===== src/rtl/alu_control_unit.sv =====
// Multi-cycle control unit: latches one instruction, decodes it and sequences
// IDLE -> EXEC -> (MULT) -> WB, issuing register-write / branch / illegal strobes in WB.
module alu_control_unit #(
    parameter int unsigned MULT_CYCLES = 4
) (
    input  logic        clk,
    input  logic        reset,
    input  logic [31:0] instruction,
    input  logic        instr_valid,
    output logic        instr_ready,
    input  logic        zero,
    output logic [2:0]  aluop,
    output logic [2:0]  readreg1,
    output logic [2:0]  readreg2,
    output logic [2:0]  writereg,
    output logic [7:0]  immediate,
    output logic        imm_sel,
    output logic        neg_sel,
    output logic        writeenable,
    output logic        branch_taken,
    output logic [7:0]  offset,
    output logic        illegal
);

    if (MULT_CYCLES < 1 || MULT_CYCLES > 15) begin : gen_bad_param
        $error("MULT_CYCLES must be in 1..15");
    end

    localparam logic [3:0] MultLoad = 4'(MULT_CYCLES - 1);

    localparam logic [2:0] AluFwd   = 3'b000;
    localparam logic [2:0] AluAdd   = 3'b001;
    localparam logic [2:0] AluAnd   = 3'b010;
    localparam logic [2:0] AluOr    = 3'b011;
    localparam logic [2:0] AluMult  = 3'b100;
    localparam logic [2:0] AluShift = 3'b101;

    typedef enum logic [1:0] {
        StIdle,
        StExec,
        StMult,
        StWb
    } state_e;

    state_e      state_q;
    logic [31:0] ir_q;
    logic        loaded_q;
    logic [3:0]  cnt_q;
    logic        zero_q;

    logic [7:0] opcode;
    logic [2:0] dec_aluop;
    logic [7:0] dec_imm;
    logic       dec_imm_sel;
    logic       dec_neg_sel;
    logic       dec_writes;
    logic       dec_jump;
    logic       dec_beq;
    logic       dec_mult;
    logic       dec_illegal;
    logic       in_wb;
    logic       unused_ir;

    assign opcode    = ir_q[31:24];
    assign unused_ir = ^ir_q[15:11];

    // loaded_q keeps every decoded control at zero until the first instruction arrives,
    // since an all-zero IR would otherwise decode as loadi.
    always_comb begin
        dec_aluop   = AluFwd;
        dec_imm     = ir_q[7:0];
        dec_imm_sel = 1'b0;
        dec_neg_sel = 1'b0;
        dec_writes  = 1'b0;
        dec_jump    = 1'b0;
        dec_beq     = 1'b0;
        dec_mult    = 1'b0;
        dec_illegal = 1'b0;
        case (opcode)
            8'h00: begin
                dec_imm_sel = 1'b1;
                dec_writes  = 1'b1;
            end
            8'h01: dec_writes = 1'b1;
            8'h02: begin
                dec_aluop  = AluAdd;
                dec_writes = 1'b1;
            end
            8'h03: begin
                dec_aluop   = AluAdd;
                dec_neg_sel = 1'b1;
                dec_writes  = 1'b1;
            end
            8'h04: begin
                dec_aluop  = AluAnd;
                dec_writes = 1'b1;
            end
            8'h05: begin
                dec_aluop  = AluOr;
                dec_writes = 1'b1;
            end
            8'h06: dec_jump = 1'b1;
            8'h07: begin
                dec_aluop   = AluAdd;
                dec_neg_sel = 1'b1;
                dec_beq     = 1'b1;
            end
            8'h08: begin
                dec_aluop  = AluMult;
                dec_mult   = 1'b1;
                dec_writes = 1'b1;
            end
            8'h09, 8'h0A: begin
                dec_aluop   = AluShift;
                dec_imm_sel = 1'b1;
                dec_writes  = 1'b1;
                dec_imm     = {(opcode == 8'h0A), 4'b0000, ir_q[2:0]};
            end
            default: dec_illegal = 1'b1;
        endcase
        if (!loaded_q) begin
            dec_aluop   = AluFwd;
            dec_imm     = 8'h00;
            dec_imm_sel = 1'b0;
            dec_neg_sel = 1'b0;
            dec_writes  = 1'b0;
            dec_jump    = 1'b0;
            dec_beq     = 1'b0;
            dec_mult    = 1'b0;
            dec_illegal = 1'b0;
        end
    end

    always_ff @(posedge clk) begin
        if (reset) begin
            state_q  <= StIdle;
            ir_q     <= 32'h0;
            loaded_q <= 1'b0;
            cnt_q    <= 4'h0;
            zero_q   <= 1'b0;
        end else begin
            unique case (state_q)
                StIdle: begin
                    if (instr_valid) begin
                        ir_q     <= instruction;
                        loaded_q <= 1'b1;
                        state_q  <= StExec;
                    end
                end
                StExec: begin
                    // beq resolves on the ZERO seen at this edge, not the live flag in WB
                    zero_q <= zero;
                    if (dec_mult) begin
                        cnt_q   <= MultLoad;
                        state_q <= StMult;
                    end else begin
                        state_q <= StWb;
                    end
                end
                StMult: begin
                    if (cnt_q == 4'h0) begin
                        state_q <= StWb;
                    end else begin
                        cnt_q <= cnt_q - 4'h1;
                    end
                end
                StWb: state_q <= StIdle;
                default: state_q <= StIdle;
            endcase
        end
    end

    assign in_wb        = (state_q == StWb);
    assign instr_ready  = (state_q == StIdle);
    assign writeenable  = in_wb & dec_writes;
    assign branch_taken = in_wb & (dec_jump | (dec_beq & zero_q));
    assign illegal      = in_wb & dec_illegal;

    assign aluop     = dec_aluop;
    assign immediate = dec_imm;
    assign imm_sel   = dec_imm_sel;
    assign neg_sel   = dec_neg_sel;
    assign readreg1  = ir_q[10:8];
    assign readreg2  = ir_q[2:0];
    assign writereg  = ir_q[18:16];
    assign offset    = ir_q[23:16];

endmodule


===== config.mk =====
export PLATFORM = sky130hd
export DESIGN_NAME = alu_control_unit
export DESIGN_NICKNAME = d
export VERILOG_FILES = /design/src/rtl/alu_control_unit.sv
export SDC_FILE = /design/constraint.sdc
export NUM_CORES = 1
export LEC_CHECK = 0
export CELL_PAD_IN_SITES_DETAIL_PLACEMENT = 1
export CELL_PAD_IN_SITES_GLOBAL_PLACEMENT = 1
export CORE_UTILIZATION = 27
export CTS_CLUSTER_SIZE = 12
export DETAILED_ROUTE_END_ITERATION = 10
export PLACE_DENSITY = 0.78
export SLEW_MARGIN = 5
export SYNTH_ARGS = -nofsm -noshare
export SYNTH_HDL_FRONTEND = slang
export SYNTH_SLANG_ARGS = --single-unit

===== constraint.sdc =====
create_clock -name clk -period 1.85 [get_ports clk]
set_clock_uncertainty 0.2 [all_clocks]
set_input_delay 0.37 -clock clk [delete_from_list [all_inputs] [get_ports clk]]
set_output_delay 0.37 -clock clk [all_outputs]
set_load 0.03 [all_outputs]

# Word level (Yosys, flattened, before mapping)
# Cells that the tools add are included.
# W data, S select, Z words.
[totals] ff_bits=40 inputBits=36 output_inout_bits=34 word_cells=66
[op_classes] add_sub_neg=1 n_eq_ne=17 n_mux=25 bitwise_logic=5 reduce_logical=13
[ops] operator="$eq A8 B3 Y1 const B" n=4
[ops] operator="$eq A8 B4 Y1 const B" n=3
[ops] operator="$eq A8 B2 Y1 const B" n=2
[ops] operator="$mux W8" n=2
[ops] operator="$mux W1" n=15
[ops] operator="$pmux W3 S5" n=1
[ops] operator="$reduce_or A11 Y1" n=1
[ops] operator="$reduce_or A9 Y1" n=1
[ops] operator="$eq A8 B1 Y1 const B" n=1
[ops] operator="$logic_not A8 Y1" n=1
[ops] operator="$mux W4" n=2
[ops] operator="$ne A2 B2 Y1 const B" n=4
[ops] operator="$pmux W2 S4" n=1
[ops] operator="$pmux W4 S2" n=1
[ops] operator="$reduce_or A3 Y1" n=2
[ops] operator="$and A1 B1 Y1" n=4
[ops] operator="$eq A2 B2 Y1 const B" n=2
[ops] operator="$logic_not A4 Y1" n=1
[ops] operator="$mux W2" n=2
[ops] operator="$reduce_and A2 Y1" n=2
[ops] operator="$reduce_or A2 Y1" n=2
[ops] operator="$sub A4 B1 Y4 const B" n=1
[ops] operator="$mux W3" n=1
[ops] operator="$reduce_and A3 Y1" n=1
[ops] operator="4 further kinds" n=4

# Longest topological paths before layout
[logic_depth] ltp_word=6 depth_mapped=7

# Worst setup path before layout
# No wires, ideal clock.
[synth_path] path_kind="reg-to-output" from="register ir_q[31]" to="output branch_taken" arrival_ps=1635 required_ps=1280 path_slack_ps=-355 stages_incl_launch_ff=4 n_path_buf=0 cell_sequence="dfxtp_1 nor4_4 nand3b_1 nor3_1"
[synth_between] elab_chain_len=6 elab_cells_between_ends=9 cone_classes="eq/ne: 2; mux: 4; bitwise: 3"
[synth_rtl] element="start, declared" line_no="46" text="logic [31:0] ir_q;"
[synth_rtl] element="start signal, assigned" line_no="145" text="ir_q <= instruction;"
[synth_rtl] element="$eq A8 B3 Y1" line_no="79" text="case (opcode)"
[synth_rtl] element="$mux W1" line_no="79"
[synth_rtl] element="$mux W1" line_no="121" text="if (!loaded_q) begin"
[synth_rtl] element="$and A1 B1 Y1" line_no="176" text="assign branch_taken = in_wb & (dec_jump | (dec_beq & zero_q));"
[synth_rtl] element="$or A1 B1 Y1 (*)" line_no="176"
[synth_rtl] element="$and A1 B1 Y1 (*)" line_no="176"
[synth_rtl] element="end, declared" line_no="20" text="output logic branch_taken,"
# Mark *: on every way between the ends. The rest lies on a longest branch, timed or not.

# Worst setup path in the final report
[layout_path] from="register ir_q[30]" to="output writeenable"
[layout_between] elab_chain_len=5 elab_cells_between_ends=13 cone_classes="eq/ne: 8; mux: 2; bitwise: 1; reduce/logical: 2"
[layout_rtl] element="$eq A8 B4 Y1 (tied with other cells)" line_no="79"
[layout_rtl] element="$reduce_or A9 Y1 (no line) (*)"
[layout_rtl] element="$mux W1 (*)" line_no="79"
[layout_rtl] element="$mux W1 (*)" line_no="121"
[layout_rtl] element="$and A1 B1 Y1 (*)" line_no="175" text="assign writeenable = in_wb & dec_writes;"
[layout_rtl] element="end, declared" line_no="19" text="output logic writeenable,"
# Marked as above.

==> impl_table.tex <==
\begin{tabular}{lr}
\hline
Metric & Value \\
\hline
\multicolumn{2}{l}{\textbf{Die}} \\
Core area & 0.00635 sq mm \\
Top-level port count & 70 \\
Site Rows & 29 \\
Initial standard-cell utilization of the core & 28.1\% \\
Floorplan die area & 0.00693 sq mm \\
Die H & 83.3 um \\
X dimension of the die & 83.3 um \\
\multicolumn{2}{l}{\textbf{Final layout}} \\
Fraction of final layout cells with drive strength greater than 1 & 25.2\% \\
Number of antenna cells inserted & 0 \\
Net count reported at finish & 331 \\
Final Non-Filler Cells & 367 \\
Signed area change from the synthesized netlist to the final layout & 53.5\% \\
Utilization after layout & 43.1\% \\
Final Cell Area & 0.00274 sq mm \\
\multicolumn{2}{l}{\textbf{Placed design}} \\
Cell Count Post-Placement & 357 \\
DP Area & 0.00249 sq mm \\
Gp weighted congestion & 0.775 \\
Count of buffers inserted at the top-level ports & 64 \\
Post-detail-place hpwl & 3580 um \\
\multicolumn{2}{l}{\textbf{Setup path}} \\
Data required, critical path & 1.28 ns \\
Critical path class & flop to output pin \\
Crit end category & output pin \\
Critical R2R Launch & ir\_q[30] \\
Flop-to-flop setup slack & 0.06 ns \\
Cell depth of the worst flop-to-flop path & 7 \\
Crit start category & flop \\
Crit path max fanout & 5 \\
Capture instance of the worst register-to-register path & state\_q[0] \\
Launch point of the critical path & ir\_q[30] \\
Signal arrival time at the worst endpoint & 1.60 ns \\
\multicolumn{2}{l}{\textbf{Yosys}} \\
Dominant cells by area after synthesis & sky130\_fd\_sc\_hd\_\_dfxtp\_1, sky130\_fd\_sc\_hd\_\_nand2\_1, sky130\_fd\_sc\_hd\_\_a21oi\_1 \\
Proportion of synthesized chip area in sequential cells & 39.3\% \\
Synth async-reset ratio & 0\% \\
Cells after synthesis & 232 \\
Synth warnings & 0 \\
Largest area contributor in the synthesized netlist & sky130\_fd\_sc\_hd\_\_dfxtp\_1 \\
Top cells by instance count after synthesis & sky130\_fd\_sc\_hd\_\_nand2\_1, sky130\_fd\_sc\_hd\_\_a21oi\_1, sky130\_fd\_sc\_hd\_\_dfxtp\_1 \\
Post-synth EDFFs & 0 \\
Dominant synthesized flop cell & sky130\_fd\_sc\_hd\_\_dfxtp\_1 \\
Nets in the synthesized netlist & 274 \\
Count leader, synth & sky130\_fd\_sc\_hd\_\_nand2\_1 \\
Post-synth design cell area & 0.00178 sq mm \\
Number of distinct library cells after synthesis & 31 \\
Synthesized area divided by synthesized cell count & 7.69 sq um \\
Flops \& latches, synth & 35 \\
Share of the synthesized area in the top cell type & 39.3\% \\
\multicolumn{2}{l}{\textbf{Drt}} \\
Routed len/inst & 13.5 um \\
Iteration-0 DRC count of the detailed router & 39 \\
Aggregate routed wire length & 4940 um \\
Post-detailed-route count of antenna-violating nets & 0 \\
Per-cell via count in the routed design & 4.66 \\
Total DRC errors in the routed layout & 0 \\
First-pass detailed-route iteration total & 4 \\
Detailed-route via count & 1709 \\
\multicolumn{2}{l}{\textbf{Min path}} \\
Worst Hold End & ir\_q[21] \\
Min-delay worst type & flop to flop \\
Critical hold path startpoint & ir\_q[21] \\
Count of cells along the worst hold path & 2 \\
\multicolumn{2}{l}{\textbf{STA}} \\
Final critical delay including setup and external delays & 2.17 ns \\
Slew at the pin closest to its max-slew limit & 0.331 ns \\
Final Hold Vio Count & 0 \\
Relative slew slack & 77.7\% \\
Setup repair after global routing missed its margin & yes \\
Share of the clock period used by the worst path after layout & 117\% \\
Max Fclk & 460 MHz \\
Total setup violations reported at the end of the flow & 13 \\
Final Worst Setup Slack & -0.323 ns \\
Count of pins over their slew limit & 0 \\
Sum Neg Setup Slack & -3.14 ns \\
\multicolumn{2}{l}{\textbf{Global routing}} \\
Number of global-route vias before repair & 1717 \\
Largest net degree at the start of global routing & 21 \\
GR Overflow Total & 0 \\
Antenna violations before repair & 0 \\
Wire length of the first global-routing pass & 8320 um \\
Overall global routing resource usage & 14.9\% \\
\multicolumn{2}{l}{\textbf{CTS}} \\
H-tree levels & 2 \\
Hold\_buf cts & 0 \\
Clock buffer depth & 2 \\
Total number of clock tree sinks & 35 \\
Register clock-pin slew on the reported worst setup and hold paths & 0.08 ns \\
Source-to-sink clock delay at the later pin of the worst-skew pair & 0.29 ns \\
Root buffer cell & sky130\_fd\_sc\_hd\_\_clkbuf\_8 \\
TritonCTS Buffers & 5 \\
TritonCTS clock tree & built \\
\multicolumn{2}{l}{\textbf{Pwr}} \\
Switching part of the total & 38.4\% \\
Part of the power in registers & 29.1\% \\
Design internal power & 2.26 mW \\
Part of the power in the clock network & 22.6\% \\
Comb pwr share & 48.3\% \\
Peak ir drop on the vdd network & 478 uV \\
Switch Pwr & 1.41 mW \\
Pwr dens & 1340 mW/mm\^{}2 \\
LEAKAGE & 1.17 nW \\
\multicolumn{2}{l}{\textbf{Outcome}} \\
Outcome & finished, violations left \\
Violated checks & negative setup slack \\
\multicolumn{2}{l}{\textbf{Flow run}} \\
Total of max-cap violations & 0 \\
\hline
\end{tabular}
[worst max path at each step]
stage | slack, ns | end
floorplan | -0.14 | illegal
global placement | -0.03 | branch_taken
detailed placement | -0.06 | branch_taken
CTS | -0.32 | writeenable
global route | -0.40 | aluop[1]
finish | -0.32 | writeenable
[layout by cell type (no fill, tap or decap), types with 3 or more instances in the layout]
cell	count
sky130_fd_sc_hd__dfxtp_1	30
sky130_fd_sc_hd__ha_1	5
sky130_fd_sc_hd__nor2_1	3
sky130_fd_sc_hd__buf_6	9
sky130_fd_sc_hd__nand2_1	61
sky130_fd_sc_hd__buf_4	19
sky130_fd_sc_hd__nor3_1	3
sky130_fd_sc_hd__and2_4	4
sky130_fd_sc_hd__a21oi_1	34
sky130_fd_sc_hd__inv_1	7
sky130_fd_sc_hd__nor3_2	4
sky130_fd_sc_hd__buf_12	3
sky130_fd_sc_hd__mux2i_1	4
sky130_fd_sc_hd__dlygate4sd2_1	17
sky130_fd_sc_hd__clkdlybuf4s50_1	30
sky130_fd_sc_hd__dfxtp_2	5
sky130_fd_sc_hd__and2_1	5
sky130_fd_sc_hd__clkbuf_8	5
[state kept, by name, summed over array words and instances (netlist names)]
register and count:
cnt_q 4, state_q 2, loaded_q 1, zero_q 1, ir_q 27
[routing by layer]
metal  wire length (um)  global-route usage [%]  vias up
met5                  0                       0        -
met4                 69                    4.70        0
met3                238                    3.88        6
met2               2500                    26.9       42
met1               2130                    17.0      802
li1                   -                       -      859
[power by group through the flow]
stage | combinational, mW | clock (mW) | sequential, mW
2_1_floorplan | 1.13 | 0 | 1.04
3_3_place_gp | 1.61 | 0 | 1.06
3_5_place_dp | 1.67 | 0 | 1.07
4_1_cts | 1.74 | 0.851 | 1.06
5_1_grt | 1.94 | 0.883 | 1.10
6_report | 1.77 | 0.830 | 1.07
[layout make-up]
| type | count | area [sq um] |
|---|---|---|
| inverters | 8 | 30.0 |
| repair buffers | 81 | 773 |
| clock buffers | 6 | 72.6 |
| well taps | 77 | 96.3 |
| fillers | 743 | 3610 |
| multi-input cells | 158 | 997 |
| clock inverters | 2 | 60.1 |
| flip-flops and latches | 35 | 707 |
[repair_timing]
action,CTS,global route
hold endpoints to repair,0,0
setup buffers,2,0
pin swaps,9,6
gates resized for setup,44,17
setup endpoints to repair,35,22
[cell families (layout without fill, tap and decap cells)]
logic type	count (synthesis)	after routing	synth area share (%)
AOI/OAI and AO/OA	47	47	15.0
xor gates and xnor gates	2	2	0.983
adders and majority gates	6	6	4.21
buffers and inverters	39	97	11.9
DFF	35	35	39.3
muxes	4	4	2.25
and+or+nand+nor	99	99	26.4
[through the flow]
| step | hold slack [ns] | setup slack, ns | total power [mW] |
|---|---|---|---|
| 2_1_floorplan | 0.232 | -0.140 | 2.17 |
| 3_3_place_gp | 0.238 | -0.0264 | 2.67 |
| 3_5_place_dp | 0.249 | -0.0646 | 2.74 |
| 4_1_cts | 0.258 | -0.316 | 3.65 |
| 5_1_grt | 0.278 | -0.397 | 3.92 |
| 6_report | 0.251 | -0.323 | 3.67 |
[worst max-delay path, stage by stage (launching register included)]
cell	delay, ns
sky130_fd_sc_hd__dfxtp_2	0.34
sky130_fd_sc_hd__nor4_4	0.28
sky130_fd_sc_hd__buf_4	0.19
sky130_fd_sc_hd__buf_4	0.12
sky130_fd_sc_hd__buf_6	0.10
sky130_fd_sc_hd__and3_4	0.16
sky130_fd_sc_hd__buf_6	0.12
(Power assumes the default switching activity.)
